## src/rtl/mips_dmem_mmio_responder.sv

```systemverilog
// Data-memory responder for the pipelined MIPS core: word RAM plus a small MMIO block
// (free-running cycle counter, GPIO register, byte TX FIFO, sticky error status).
module mips_dmem_mmio_responder #(
    parameter int unsigned DEPTH      = 64,
    parameter int unsigned FIFO_DEPTH = 4,
    parameter logic [31:0] MMIO_BASE  = 32'hFFFF_0000
) (
    input  logic        clk,
    input  logic        reset,
    input  logic        memWrite,
    input  logic [31:0] aluout,
    input  logic [31:0] writedata,
    output logic [31:0] readdata,
    output logic [31:0] gpio_out,
    output logic        tx_valid,
    output logic [7:0]  tx_data,
    input  logic        tx_ready,
    output logic        err_irq
);
    localparam int AW = $clog2(DEPTH);
    localparam int FW = $clog2(FIFO_DEPTH);
    localparam logic [31:0] RAM_BYTES = 32'(DEPTH * 4);
    localparam logic [FW:0] FIFO_FULL = (FW + 1)'(FIFO_DEPTH);

    logic [31:0]   ram [DEPTH];
    logic [7:0]    fifo_mem [FIFO_DEPTH];
    logic [FW-1:0] head;
    logic [FW-1:0] tail;
    logic [FW:0]   count;
    logic [31:0]   cycle_cnt;
    logic [31:0]   gpio_reg;
    logic          overflow_flag;
    logic          misaligned_flag;
    logic          unmapped_flag;

    logic          aligned;
    logic          in_ram;
    logic          in_mmio;
    logic [1:0]    reg_sel;
    logic          wr_ok;
    logic          wr_ram;
    logic          wr_gpio;
    logic          wr_tx;
    logic          wr_status;
    logic          set_misaligned;
    logic          set_unmapped;
    logic          set_overflow;
    logic          fifo_full;
    logic          pop;
    logic          accept;
    logic [31:0]   status_word;

    // The MMIO window is 16 bytes, so the top 28 address bits select it and bits [3:2] pick a register.
    assign aligned        = (aluout[1:0] == 2'b00);
    assign in_ram         = (aluout < RAM_BYTES);
    assign in_mmio        = (aluout[31:4] == MMIO_BASE[31:4]);
    assign reg_sel        = aluout[3:2];

    assign wr_ok          = memWrite && aligned;
    assign wr_ram         = wr_ok && in_ram;
    assign wr_gpio        = wr_ok && in_mmio && (reg_sel == 2'd1);
    assign wr_tx          = wr_ok && in_mmio && (reg_sel == 2'd2);
    assign wr_status      = wr_ok && in_mmio && (reg_sel == 2'd3);
    assign set_misaligned = memWrite && !aligned;
    assign set_unmapped   = wr_ok && !in_ram && !in_mmio;

    assign tx_valid       = (count != '0);
    assign tx_data        = fifo_mem[head];
    assign fifo_full      = (count == FIFO_FULL);
    assign pop            = tx_valid && tx_ready;
    assign accept         = wr_tx && (!fifo_full || pop);
    assign set_overflow   = wr_tx && fifo_full && !pop;

    assign gpio_out       = gpio_reg;
    assign err_irq        = overflow_flag || misaligned_flag || unmapped_flag;
    assign status_word    = {16'd0, 8'(count), 3'd0, unmapped_flag, misaligned_flag,
                             overflow_flag, fifo_full, !tx_valid};

    always_comb begin
        readdata = '0;
        if (in_ram) begin
            readdata = ram[aluout[AW+1:2]];
        end else if (in_mmio) begin
            case (reg_sel)
                2'd0:    readdata = cycle_cnt;
                2'd1:    readdata = gpio_reg;
                2'd2:    readdata = '0;
                default: readdata = status_word;
            endcase
        end
    end

    // Storage arrays carry no reset; only their pointers and counts do.
    always_ff @(posedge clk) begin
        if (wr_ram) begin
            ram[aluout[AW+1:2]] <= writedata;
        end
        if (accept) begin
            fifo_mem[tail] <= writedata[7:0];
        end
    end

    always_ff @(posedge clk or negedge reset) begin
        if (!reset) begin
            cycle_cnt       <= '0;
            gpio_reg        <= '0;
            head            <= '0;
            tail            <= '0;
            count           <= '0;
            overflow_flag   <= 1'b0;
            misaligned_flag <= 1'b0;
            unmapped_flag   <= 1'b0;
        end else begin
            cycle_cnt <= cycle_cnt + 32'd1;
            if (wr_gpio) begin
                gpio_reg <= writedata;
            end
            if (pop) begin
                head <= head + FW'(1);
            end
            if (accept) begin
                tail <= tail + FW'(1);
            end
            if (accept && !pop) begin
                count <= count + (FW + 1)'(1);
            end else if (pop && !accept) begin
                count <= count - (FW + 1)'(1);
            end
            // A set in the same cycle as a write-1-to-clear takes priority.
            overflow_flag   <= set_overflow   || (overflow_flag   && !(wr_status && writedata[2]));
            misaligned_flag <= set_misaligned || (misaligned_flag && !(wr_status && writedata[3]));
            unmapped_flag   <= set_unmapped   || (unmapped_flag   && !(wr_status && writedata[4]));
        end
    end
endmodule

```

## config.mk

```make
export PLATFORM = sky130hd
export DESIGN_NAME = mips_dmem_mmio_responder
export DESIGN_NICKNAME = d
export VERILOG_FILES = /design/src/rtl/mips_dmem_mmio_responder.sv
export SDC_FILE = /design/constraint.sdc
export NUM_CORES = 2
export LEC_CHECK = 0
export BUFFER_PORTS_ARGS = -buffer_cell sky130_fd_sc_hd__buf_2
export CELL_PAD_IN_SITES_DETAIL_PLACEMENT = 1
export CELL_PAD_IN_SITES_GLOBAL_PLACEMENT = 1
export CORE_UTILIZATION = 55
export CTS_CLUSTER_SIZE = 28
export DETAILED_ROUTE_END_ITERATION = 7
export PLACE_DENSITY_LB_ADDON = 0.1
export SLEW_MARGIN = 20
export SYNTH_ARGS = -nofsm -noshare
export SYNTH_HDL_FRONTEND = slang
export SYNTH_SLANG_ARGS = --single-unit
export TNS_END_PERCENT = 30
```

## constraint.sdc

```tcl
create_clock -name clk -period 3.8 [get_ports clk]
set_input_delay 0.57 -clock clk [delete_from_list [all_inputs] [get_ports clk]]
set_output_delay 0.57 -clock clk [all_outputs]
set_load 0.05 [all_outputs]
```

==> impl_table.tex <==
\begin{tabular}{lr}
\hline
Metric & Value \\
\hline
\multicolumn{2}{l}{\textbf{Route}} \\
Total DRC errors in the routed layout & 0 \\
Wire length after detailed routing & 280600 um \\
Via-per-instance ratio & 6.956 \\
Remaining antenna violation count after routing & 0 \\
Length of the first detailed-routing pass in iterations & 5 \\
Via count & 47270 \\
DR iter-0 viols & 6691 \\
Per-cell routed wire length & 41.28 um \\
\multicolumn{2}{l}{\textbf{Setup path}} \\
Worst EP arrival & 3.87 ns \\
End of the worst register-to-register path & count[2]\$\_DFFE\_PN0P\_ \\
Req. time, crit path & 3.23 ns \\
Worst Setup EP & readdata[8] \\
Setup crit start kind & register \\
Crit path kind & register to output pin \\
Worst setup EP type & output pin \\
Peak fanout along the critical path & 1 \\
Worst reg2reg path startpoint & count[0]\$\_DFFE\_PN0P\_ \\
Setup slack of the most critical reg-to-reg path & 1.55 ns \\
Worst reg2reg path depth & 8 \\
Beginning of the critical path & ram[7][8]\$\_DFFE\_PP\_ \\
\multicolumn{2}{l}{\textbf{Global route}} \\
First-pass GRT wire length & 380900 um \\
Combined global-route utilization of all metal layers & 0.3684 \\
GRT overflow & 0 \\
Pin count of the biggest net entering global routing & 66 \\
Number of global-route vias before repair & 47760 \\
Number of antenna violations at the first check in global routing & 16 \\
\multicolumn{2}{l}{\textbf{Clocking}} \\
Clk Tree Root Cell & clkbuf\_16 \\
Num Clock Sinks & 2154 \\
Clock insertion delay at the later pin of the skew report & 0.86 ns \\
H-Tree Depth & 4 \\
Bufs on Longest Clock Path & 3 \\
Number of buffers created by CTS & 212 \\
CTS tree & yes \\
CTS clk-pin slew, worst paths & 0.06 ns \\
\multicolumn{2}{l}{\textbf{Synthesis}} \\
Number of synthesis warnings & 0 \\
Top cells by area in the synthesized netlist & edfxtp\_1, mux4\_2, dfrtp\_1 \\
Dominant cell type by area after synthesis & edfxtp\_1 \\
Mapped Nets & 3982 \\
Post-synth EDFFs & 2080 \\
Most used standard cells in the synthesized netlist & edfxtp\_1, mux4\_2, mux2i\_1, nor2\_1, nand2\_1 \\
Distinct cell type count of the synthesized netlist & 65 \\
Most common cell in the synthesized netlist & edfxtp\_1 \\
Mapped Cells & 3907 \\
Mean instance size in the synthesized netlist & 21.43 um2 \\
Netlist Area Pre-Place & 83730 um2 \\
Flop and latch count out of synthesis & 2154 \\
Sequential area share after synthesis & 0.7681 \\
Area share of the largest cell type after synthesis & 0.7460 \\
Dominant register cell in the synthesized netlist & edfxtp\_1 \\
Asr flop ratio synth & 0.03435 \\
\multicolumn{2}{l}{\textbf{Placed design}} \\
GP Congestion & 0.9027 \\
Number of port buffers & 141 \\
Post-DP HPWL & 176200 um \\
\multicolumn{2}{l}{\textbf{Timing}} \\
RSZ-0062 raised after global routing & true \\
Max Clock Skew & 0.02504 ns \\
Count of final hold-check violations & 0 \\
Normalized max-slew margin & 0.2291 \\
Worst hold slack after final layout & 0.05042 ns \\
Least setup slack across all paths after layout & -0.6396 ns \\
Fraction of the cycle the final worst path needs & 1.168 \\
Final Setup Violations & 2 \\
Crit path time final & 4.440 ns \\
Highest clock rate & 225.2 MHz \\
Final number of max-transition violations & 0 \\
Transition time at the pin with the least slew margin & 1.156 ns \\
\multicolumn{2}{l}{\textbf{Power and ir drop}} \\
Leakage power of the design & 32.74 nW \\
Worst voltage drop across the vdd grid & 511.4 uV \\
Sum of internal, switching and leakage power & 49.48 mW \\
Pwr dens & 497.5 nW/um2 \\
\multicolumn{2}{l}{\textbf{Floorplanning}} \\
Vert. Die Dim & 392.2 um \\
Floorplan die width & 392.2 um \\
I/O pin total & 142 \\
Die outline area & 153800 um2 \\
Count of standard-cell rows & 142 \\
Core Area & 150500 um2 \\
Initial cell density of the core & 0.5564 \\
\multicolumn{2}{l}{\textbf{Layout}} \\
Net count, final & 4668 \\
Area Growth Syn to Fin & 18.79\% \\
Layout cell share with drive strength beyond 1 & 0.3489 \\
\multicolumn{2}{l}{\textbf{Outcome}} \\
Run status & finished, violations left \\
Violations in the final reports & negative setup slack \\
\multicolumn{2}{l}{\textbf{Min path}} \\
Worst hold-check path type & input pin to register \\
\multicolumn{2}{l}{\textbf{Job}} \\
Number of max-cap violations & 0 \\
\hline
\end{tabular}
cell usage in the layout (no fill, tap or decap), types with 21 or more instances in the layout:
cell type,n
clkinv_1,43
mux4_2,472
clkbuf_1,48
nand3_1,68
clkinv_2,43
clkbuf_16,222
nor2_4,67
buf_2,100
buf_4,432
a211oi_1,22
o211ai_1,21
dfrtp_1,74
xnor2_1,25
nand2_1,114
edfxtp_1,2080
a21oi_1,46
nand4_1,21
mux2i_1,164
nor2_1,44
o21ai_0,30
a22oi_1,100
buf_12,130
mux2_2,72
layer usage:
metal / GRT usage / vias to the layer above / wire length [um]
li1: - / 17840 / -
met1: 0.5010 / 25430 / 102800
met2: 0.5649 / 3291 / 129900
met3: 0.09470 / 704 / 33470
met4: 0.1690 / 10 / 14370
met5: 0 / - / 64
metrics by stage:
stage | setup TNS [ns] | cell area [um2] | setup WS (ns) | cells | util
floorplan | -10.67 | 83730 | -0.02335 | 3907 | -
global route | -0.7373 | 99450 | -0.5782 | 6791 | 0.6608
global placement | -2.959 | 91930 | -0.5965 | 6376 | 0.6109
finish | -0.6435 | 99460 | -0.6396 | 6796 | 0.6609
detailed placement | -3.560 | 91930 | -0.6319 | 6376 | 0.6109
CTS | -0.9284 | 99080 | -0.6486 | 6775 | 0.6584
kinds of logic (layout without fill, tap and decap cells):
| kind of cell | Yosys count | in the layout | share of synthesized area |
|---|---|---|---|
| flops | 2154 | 2154 | 0.7681 |
| buf+inv | 222 | 1090 | 0.01544 |
| compound gates | 347 | 347 | 0.02925 |
| fa+ha+maj | 7 | 7 | 0.001136 |
| mux | 732 | 732 | 0.1593 |
| simple gates | 409 | 409 | 0.02294 |
| other cells | 0 | 5 | 0 |
| xor+xnor | 36 | 36 | 0.003766 |
registers in the layout, indices dropped and copies added, names as in the netlist:
| signal | cells |
|---|---|
| gpio_out | 32 |
| overflow_flag | 1 |
| tail | 2 |
| count | 3 |
| head | 2 |
| cycle_cnt | 32 |
| fifo_mem | 32 |
| unmapped_flag | 1 |
| ram | 2048 |
| misaligned_flag | 1 |
final cells by class:
class                      instances  area (um2)
sequential                      2154       64310
fill                           12030       51030
clock buffer                     277        5787
antenna                            5       12.51
clock inverter                   119        1069
multi-input combinational       1531       19000
tap                             2016        2522
inverter                          10       42.54
timing repair buffer             684        6716
critical path, cell delays in order (launching register included):
cell	delay (ns)
edfxtp_1	0.37
mux4_2	0.51
mux2i_4	0.23
o22ai_2	0.11
or3_4	0.37
a222oi_1	0.94
buf_4	0.26
o21ai_2	0.07
buf_6	0.16
repair_timing:
action,CTS,global route
gates cloned,0,3
buffers inserted,0,13
hold buffers,4,0
endpoints found under the setup margin,27,22
gates resized for setup,57,40
endpoints found under the hold margin,56,0
pin swaps,12,8
worst min path at each step:
stage,from,depth (start not counted),endpoint
after global routing,memWrite,4,misaligned_flag$_DFF_PN0_
after CTS,memWrite,4,misaligned_flag$_DFF_PN0_
after floorplan,reset,0,count[0]$_DFFE_PN0P_
after global placement,cycle_cnt[0]$_DFF_PN0_,1,cycle_cnt[0]$_DFF_PN0_
final,memWrite,4,misaligned_flag$_DFF_PN0_
after detailed placement,cycle_cnt[16]$_DFF_PN0_,1,cycle_cnt[16]$_DFF_PN0_
where the power goes:
part,total (mW),switching [mW],internal [mW]
registers,26.0,0.00113,26.0
logic,2.59,1.58,1.01
clock network,20.9,9.01,11.9
Note: power is estimated with default switching activity, not from simulation.
